### src/rtl/if_prefetch_queue_if.sv
// Fetch-side bus bundle: instruction-memory request/response port plus the decode-facing queue head.
// Handshakes: a request transfers when i_req & i_gnt; a head word transfers when instr_valid & instr_ready.
// Responses (i_rvalid) return in request order and cannot be back-pressured.
interface if_prefetch_queue_if;
    logic [31:0] i_addr;
    logic        i_req;
    logic        i_gnt;
    logic        i_rvalid;
    logic [31:0] i_datain;
    logic        instr_valid;
    logic [31:0] instr_out;
    logic [31:0] instr_pc;
    logic        instr_ready;

    modport master (
        output i_addr, i_req, instr_valid, instr_out, instr_pc,
        input  i_gnt, i_rvalid, i_datain, instr_ready
    );

    modport slave (
        input  i_addr, i_req, instr_valid, instr_out, instr_pc,
        output i_gnt, i_rvalid, i_datain, instr_ready
    );
endinterface

### src/rtl/if_prefetch_queue.sv
// Instruction-fetch prefetch queue: credit-limited fetch issue, in-order response capture into a
// PC-tagged FIFO feeding decode, and redirect handling that flushes the queue and drops stale responses.
module if_prefetch_queue #(
    parameter int unsigned DEPTH    = 4,
    parameter logic [31:0] RESET_PC = 32'h0000_0000
) (
    input  logic                       clock,
    input  logic                       start,
    input  logic                       redirect,
    input  logic [31:0]                redirect_pc,
    if_prefetch_queue_if.master        bus,
    output logic                       state_dbg
);
    localparam int unsigned AW = $clog2(DEPTH);
    localparam int unsigned CW = AW + 1;

    typedef enum logic {FETCH = 1'b0, FLUSH = 1'b1} state_e;

    state_e        state, state_nx;
    logic          running;
    logic [31:0]   fetch_pc;
    logic [31:0]   resp_pc;
    logic [31:0]   data_mem [DEPTH];
    logic [31:0]   pc_mem   [DEPTH];
    logic [AW-1:0] wr_ptr, rd_ptr;
    logic [CW-1:0] count, outstanding, drop_cnt;
    logic [CW:0]   in_use;
    logic [CW-1:0] inflight_nx;
    logic          accept, resp, push, pop;

    // Buffered words plus in-flight requests never exceed DEPTH, so a response always has a free slot.
    assign in_use      = {1'b0, count} + {1'b0, outstanding};
    assign bus.i_req   = running && (state == FETCH) && (in_use < (CW+1)'(DEPTH));
    assign bus.i_addr  = fetch_pc;
    assign accept      = bus.i_req && bus.i_gnt;
    assign resp        = bus.i_rvalid && (outstanding != '0);
    assign push        = resp && (drop_cnt == '0) && !redirect;
    assign pop         = bus.instr_valid && bus.instr_ready && !redirect;
    assign inflight_nx = outstanding + CW'(accept) - CW'(resp);

    assign bus.instr_valid = (count != '0);
    assign bus.instr_out   = data_mem[rd_ptr];
    assign bus.instr_pc    = pc_mem[rd_ptr];
    assign state_dbg       = (state == FLUSH);

    always_ff @(posedge clock or negedge start) begin
        if (!start) state <= FETCH;
        else        state <= state_nx;
    end

    // Every request still in flight at a redirect belongs to the old path and must be discarded.
    always_comb begin
        state_nx = state;
        if (redirect) begin
            state_nx = (inflight_nx != '0) ? FLUSH : FETCH;
        end else begin
            case (state)
                FETCH:   state_nx = FETCH;
                FLUSH:   if (resp && drop_cnt == CW'(1)) state_nx = FETCH;
                default: state_nx = FETCH;
            endcase
        end
    end

    always_ff @(posedge clock or negedge start) begin
        if (!start) begin
            running     <= 1'b0;
            fetch_pc    <= RESET_PC;
            resp_pc     <= RESET_PC;
            wr_ptr      <= '0;
            rd_ptr      <= '0;
            count       <= '0;
            outstanding <= '0;
            drop_cnt    <= '0;
        end else begin
            running     <= 1'b1;
            outstanding <= inflight_nx;
            if (redirect) begin
                fetch_pc <= redirect_pc;
                resp_pc  <= redirect_pc;
                wr_ptr   <= '0;
                rd_ptr   <= '0;
                count    <= '0;
                drop_cnt <= inflight_nx;
            end else begin
                if (accept) fetch_pc <= fetch_pc + 32'd4;
                if (push)   resp_pc  <= resp_pc + 32'd4;
                if (push)   wr_ptr   <= wr_ptr + AW'(1);
                if (pop)    rd_ptr   <= rd_ptr + AW'(1);
                count <= count + CW'(push) - CW'(pop);
                if (resp && drop_cnt != '0) drop_cnt <= drop_cnt - CW'(1);
            end
        end
    end

    // Storage is cleared on reset so the head outputs read zero until the first word lands.
    always_ff @(posedge clock or negedge start) begin
        if (!start) begin
            for (int i = 0; i < DEPTH; i++) begin
                data_mem[i] <= '0;
                pc_mem[i]   <= '0;
            end
        end else if (push) begin
            data_mem[wr_ptr] <= bus.i_datain;
            pc_mem[wr_ptr]   <= resp_pc;
        end
    end
endmodule

### src/flat_wrapper.sv
// flat-port wrapper written by rule: the top's interface ports become plain ports
module if_prefetch_queue_flat 
#(
    parameter int unsigned DEPTH    = 4,
    parameter logic [31:0] RESET_PC = 32'h0000_0000
)
  (clock, start, redirect, redirect_pc, state_dbg, bus_i_addr, bus_i_req, bus_instr_valid, bus_instr_out, bus_instr_pc, bus_i_gnt, bus_i_rvalid, bus_i_datain, bus_instr_ready);
  if_prefetch_queue_if bus_i ();
  input  logic clock;
  input  logic start;
  input  logic redirect;
  input  logic [31:0] redirect_pc;
  output logic state_dbg;
  output wire logic [$bits(bus_i.i_addr)-1:0] bus_i_addr;
  output wire logic [$bits(bus_i.i_req)-1:0] bus_i_req;
  output wire logic [$bits(bus_i.instr_valid)-1:0] bus_instr_valid;
  output wire logic [$bits(bus_i.instr_out)-1:0] bus_instr_out;
  output wire logic [$bits(bus_i.instr_pc)-1:0] bus_instr_pc;
  input wire logic [$bits(bus_i.i_gnt)-1:0] bus_i_gnt;
  input wire logic [$bits(bus_i.i_rvalid)-1:0] bus_i_rvalid;
  input wire logic [$bits(bus_i.i_datain)-1:0] bus_i_datain;
  input wire logic [$bits(bus_i.instr_ready)-1:0] bus_instr_ready;
  assign bus_i_addr = bus_i.i_addr;
  assign bus_i_req = bus_i.i_req;
  assign bus_instr_valid = bus_i.instr_valid;
  assign bus_instr_out = bus_i.instr_out;
  assign bus_instr_pc = bus_i.instr_pc;
  assign bus_i.i_gnt = bus_i_gnt;
  assign bus_i.i_rvalid = bus_i_rvalid;
  assign bus_i.i_datain = bus_i_datain;
  assign bus_i.instr_ready = bus_instr_ready;
  if_prefetch_queue #(.DEPTH(DEPTH), .RESET_PC(RESET_PC)) u_core (.clock(clock), .start(start), .redirect(redirect), .redirect_pc(redirect_pc), .bus(bus_i), .state_dbg(state_dbg));
endmodule
### config.mk
export PLATFORM = sky130hd
export DESIGN_NAME = if_prefetch_queue_flat
export DESIGN_NICKNAME = d
export VERILOG_FILES = /design/src/rtl/if_prefetch_queue_if.sv /design/src/rtl/if_prefetch_queue.sv /design/src/flat_wrapper.sv
export SDC_FILE = /design/constraint.sdc
export NUM_CORES = 1
export LEC_CHECK = 0
export ABC_CLOCK_PERIOD_IN_PS = 3450
export CAP_MARGIN = 15
export CORE_MARGIN = 1.5
export CORE_UTILIZATION = 45
export CTS_CLUSTER_SIZE = 8
export DETAILED_ROUTE_END_ITERATION = 16
export PLACE_DENSITY_LB_ADDON = 0.2
export SYNTH_ARGS = -nofsm -noshare
export SYNTH_HDL_FRONTEND = slang
export SYNTH_SLANG_ARGS = --single-unit
### constraint.sdc
create_clock -name clock -period 3.45 [get_ports clock]
set_clock_uncertainty 0.2 [all_clocks]
set_input_delay 0.5175 -clock clock [delete_from_list [all_inputs] [get_ports clock]]
set_output_delay 0.5175 -clock clock [all_outputs]
set_load 0.005 [all_outputs]
# == Word level (Yosys, flattened, before mapping) ==
# Cells that the tools add are included.
# op_classes
n_addsub,10
order_cmp,4
eq_ne,1
n_mux,25
bitwise,3
n_reduce_logical,21
# ops
op,n
two-way mux 32 bit,9
bitwise mux 128 bit,2
binary-select mux 32 bit (select 2 bit),2
"adder 32 x 3 -> 32 bit, second input constant",2
demux 32 bit (select 2 bit),1
nonzero test 3 bit,4
logical AND 1 bit,11
two-way mux 3 bit,3
two-way mux 2 bit,4
nonzero test 2 bit,4
adder 3 x 1 -> 3 bit,2
"greater-or-equal comparator 3 bit, second input constant",2
inverter 2 -> 3 bit,2
subtractor 3 x 1 -> 3 bit,2
"adder 2 x 1 -> 2 bit, second input constant",2
adder 3 x 3 -> 4 bit,1
"less-than comparator 4 x 3 -> 1 bit, second input constant",1
"equality test 3 x 1 -> 1 bit, second input constant",1
logical NOT 3 bit,1
"less-than comparator 3 x 1 -> 1 bit, second input constant",1
two-way mux 1 bit,3
"subtractor 3 x 1 -> 3 bit, second input constant",1
one-hot mux 1 bit (2 select lines),1
logical NOT 1 bit,1
inverter 1 bit,1
# word_totals
regBits,335
in_bits,70
out_inout_bits,99
wordCells,81

# == Logic depth before layout (Yosys ltp) ==
# depth
word_depth,9
depth_mapped,10
ltp_nobuf,10

# == Least setup slack after synthesis ==
# OpenSTA, ideal clock, no wires.
# synth_path
kind,register -> register
startpoint,register u_core.outstanding[2]
endpoint,register u_core.state (netlist: u_core.state_dbg)
setup_time_ns,0.137
t_arrival_ns,2.128
t_required_ns,3.113
slack_ns,0.985
path_stages_with_launch,10
n_path_buf,0
synth_period_minus_slack_ns,2.465
cell_sequence,dfrtp_1 -> o31ai_1 -> inv_1 -> ha_1 -> inv_1 -> ha_1 -> fa_1 -> xnor2_1 -> nor3_1 -> a21oi_1
# synth_via
elab_chain_cells,9
elab_cells_between_ends,14
cone_classes,add/sub: 3; order compare: 1; mux: 4; reduce/logical: 6
# synth_rtl
element,line,source
from (decl),if_prefetch_queue.sv:26,"logic [CW-1:0] count, outstanding, drop_cnt;"
from (signal assigned),if_prefetch_queue.sv:77,outstanding <= inflight_nx;
adder 3 x 3 -> 4 bit,if_prefetch_queue.sv:32,"assign in_use = {1'b0, count} + {1'b0, outstanding};"
less-than comparator 4 x 3 -> 1 bit,if_prefetch_queue.sv:33,assign bus.i_req = running && (state == FETCH) && (in_use < (CW+1)'(DEPTH));
logical AND 1 bit,if_prefetch_queue.sv:33,
logical AND 1 bit,if_prefetch_queue.sv:35,assign accept = bus.i_req && bus.i_gnt;
adder 3 x 1 -> 3 bit,if_prefetch_queue.sv:39,assign inflight_nx = outstanding + CW'(accept) - CW'(resp);
subtractor 3 x 1 -> 3 bit (*),if_prefetch_queue.sv:39,
net u_core.inflight_nx[2],if_prefetch_queue.sv:28,logic [CW-1:0] inflight_nx;
nonzero test 3 bit (*),if_prefetch_queue.sv:55,state_nx = (inflight_nx != '0) ? FLUSH : FETCH;
two-way mux 1 bit (*),if_prefetch_queue.sv:55,
two-way mux 1 bit (*),if_prefetch_queue.sv:54,if (redirect) begin
net u_core.state_nx,if_prefetch_queue.sv:19,"state_e state, state_nx;"
to (signal assigned),if_prefetch_queue.sv:48,else state <= state_nx;
to (decl),if_prefetch_queue.sv:19,
# Mark *: on every way through the listed nets, which the timed path passes. The rest lies on a longest branch.
# A chain may end at the register's enable or synchronous reset.

# == Worst setup path in the final report ==
# layout_path
startpoint,register u_core.rd_ptr[0]
endpoint,output port bus_instr_pc[8]
# layout_via
elab_chain_cells,4
# layout_rtl
element,line,source
from (decl),if_prefetch_queue.sv:25,"logic [AW-1:0] wr_ptr, rd_ptr;"
from (signal assigned),if_prefetch_queue.sv:89,if (pop) rd_ptr <= rd_ptr + AW'(1);
inverter 2 -> 3 bit (not written as such),if_prefetch_queue.sv:43,assign bus.instr_pc = pc_mem[rd_ptr];
binary-select mux 32 bit (select 2 bit),if_prefetch_queue.sv:43,
two-way mux 32 bit (not written as such) (2 in a row),if_prefetch_queue.sv:43,
to (decl),flat_wrapper.sv:18,output wire logic [$bits(bus_i.instr_pc)-1:0] bus_instr_pc;
# No other way between the ends. The select of a mux whose other input is x is not followed.

==> results.py <==
metrics = {
    "sta": {
        "drv_slew": 0,
        "fin_crit_ns": 3.17,
        "finalSetupTns_ns": 0,
        "hold_viol": 0,
        "finalSetupViolCount": 0,
        "tightest_slew_ns": 0.802,
        "timing.final.crit_share": 0.920,
        "max_slew_margin": 0.465,
        "max_freq_mhz": 315,
        "rsz0062_at_grt": "no",
    },
    "synthesis": {
        "yosysWarnings": 0,
        "syn_avg_cell_area_um2": 14.6,
        "yosysSeqAreaShare": 0.534,
        "synth_edf_count": 0,
        "synth_top_area_cell": "dfrtp_1",
        "synth_cells": 1076,
        "synth-seq-cells": 335,
        "synth_area_leaders": "dfrtp_1, mux2_2, mux4_2",
        "syn_nets": 1163,
        "synth.distinct_cells": 46,
        "syn-cell-area_um2": 15700,
        "async_reset_ff_frac": 1.00,
        "yosysTopAreaCellShare": 0.534,
        "synth-main-ff-cell": "dfrtp_1",
    },
    "finish": {
        "final_util": 0.556,
        "final_cell_mix": "dfrtp_1, mux2_2, clkdlybuf4s50_1",
        "final_common_cell": "dfrtp_1",
        "final_nets": 1334,
        "area.growth.synth_to_final_pct": 22.2,
        "drive_gt1_frac": 0.368,
    },
    "pwr": {
        "finalPower_mw": 13.7,
        "p_leak_nw": 8.39,
        "vdd_ir_drop_max_mv": 0.386,
        "power_density_nw_per_um2": 714,
    },
    "floorplan": {
        "core_um2": 34500,
        "die_w_um": 190,
        "io_pins": 169,
        "fp.dieArea_um2": 36000,
        "die_h_um": 190,
        "start_util": 0.456,
        "row_count": 68,
    },
    "clock_network": {
        "clock-root-buffer": "clkbuf_16",
        "cts.reportedPaths.clkPinSlew_ns": 0.05,
        "postCtsSetupRepairBufs": 0,
        "cts_buffers": 47,
        "clock_latency_ns": 0.54,
        "h-tree-depth": 2,
        "cts.repair.resized": 0,
        "cts_sinks": 335,
        "clockBufferDepth": 3,
        "cts_tree": "built",
    },
    "routing": {
        "dr_wl_met2_mm": 16.9,
        "firstDrtPassIters": 6,
        "num_vias": 9482,
        "drtIter0Drc": 491,
        "top_layer": "met4",
        "wl_per_cell_um": 20.9,
        "drt-met1-wl_mm": 16.0,
        "drtAntennaViolNets": 0,
        "drc_errors": 0,
        "wl_met3_mm": 1.69,
        "vias_per_cell": 5.55,
        "routed_wl_mm": 35.6,
    },
    "placement": {
        "globalplace.congestion": 0.800,
        "dp_hpwl_mm": 23.4,
        "port_buffers": 168,
    },
    "global_routing": {
        "grt_pass1_wl_mm": 57.0,
        "grt_pass1_vias": 10000,
        "grt_max_degree": 88,
        "grtUsageTotal": 0.203,
        "grt_antenna_before_repair": 2,
        "grt_overflow_total": 0,
    },
    "setup_path": {
        "path_class": "reg2out",
        "path_cells": "buf_4, mux4_2, clkdlybuf4s50_1",
        "required_ns": 2.73,
        "cp_max_fo": 21,
        "worstSetupStartpointType": "register",
        "critPathCaptureType": "output pin",
        "cpPeakStageDelay_ns": 0.62,
        "path_buf_inv": 2,
        "cp.arrival_ns": 2.46,
        "path_delay_family": "buffers and inverters",
        "slowest_stage": "mux4_2",
    },
    "run": {
        "max_cap_viol_count": 0,
    },
    "run_status": {
        "status": "finished, final reports clean",
    },
    "hold_path": {
        "hold_path.class": "reg2reg",
    },
}
==> worst paths after layout <==
path                                       start                   to  slack (ns)  cells after the start
max                             u_core.rd_ptr[0]      bus_instr_pc[8]        0.28                      3
min                          u_core.data_mem[42]  u_core.data_mem[42]        0.30                      1
max reg2reg                u_core.outstanding[2]     u_core.state_dbg        0.76                      9
min reg2reg                  u_core.data_mem[42]  u_core.data_mem[42]        0.30                      1
max in group asynchronous                  start    u_core.pc_mem[11]        1.79                      3
min in group asynchronous                  start  u_core.data_mem[99]        0.36                      2
==> Yosys cell counts (4+ instances only) <==
master and n:
dfrtp_1 335, mux2_2 297, mux4_2 64, xnor2_1 32
xor2_1 32, nand2_1 30, buf_2 25, clkbuf_1 25
inv_1 23, nand4_1 21, nor2_1 18, nand3_1 16
ha_1 15, nor3_1 15, and3_1 14, a21oi_1 13
buf_6 13, buf_1 10, nor4_1 10, o21ai_0 9
a21boi_0 7, and2_1 7, and4_1 6, nand2b_1 4
nor4_2 4
==> kinds of logic (layout without fill, tap and decap cells) <==
kind of cell / after synthesis / count (layout) / synth area share
muxes: 362 / 362 / 0.306
xor gates and xnor gates: 64 / 64 / 0.0357
buffers and inverters: 96 / 270 / 0.0312
other: 1 / 3 / 0.000239
AOI/OAI and AO/OA: 34 / 34 / 0.0127
adders and majority gates: 17 / 17 / 0.0145
DFF: 335 / 335 / 0.534
and+or+nand+nor: 167 / 167 / 0.0661
==> cell type report <==
type | instances | area [um2]
repair buffers | 195 | 2050
multi-input cells | 645 | 6830
clock buffers | 52 | 1240
flip-flops and latches | 335 | 8390
well taps | 455 | 569
fillers | 2857 | 15300
inverters | 23 | 86.3
diodes | 2 | 5.00
==> sequential cells by signal, summed over array words and instances, names as in the netlist, 2 cells and up <==
signal,flops
u_core.data_mem,128
u_core.pc_mem,128
u_core.bus.i_addr,32
u_core.resp_pc,32
u_core.count,3
u_core.drop_cnt,3
u_core.outstanding,3
u_core.rd_ptr,2
u_core.wr_ptr,2
==> through the flow <==
| stage | worst slack, ns | cells | instance area [um2] | hold slack (ns) |
|---|---|---|---|---|
| floorplan | 0.985 | 1076 | 15700 | 0.0219 |
| global placement | 0.545 | 1652 | 17900 | 0.283 |
| detailed placement | 0.514 | 1652 | 17900 | 0.291 |
| CTS | 0.195 | 1705 | 19200 | 0.301 |
| global route | 0.147 | 1705 | 19200 | 0.311 |
| finish | 0.277 | 1707 | 19200 | 0.297 |
==> routing by layer <==
metal	vias to the layer above	track usage
met2	206	0.329
met3	74	0.0424
met5	-	0
met4	0	0.0681
met1	4950	0.274
li1	4252	-
==> what timing repair did <==
| action | in CTS | in global routing |
|---|---|---|
| endpoints found under the setup margin | 0 | 0 |
| hold endpoints to repair | 68 | 0 |
| hold buffers | 1 | 0 |
==> power by group <==
part	total (mW)	switching (mW)	internal, mW
clock network	4.03	1.56	2.47
logic	4.23	1.51	2.71
registers	5.44	0.583	4.86
total	13.7	3.66	10.0
No activity file was read; power rests on OpenSTA's default activity.
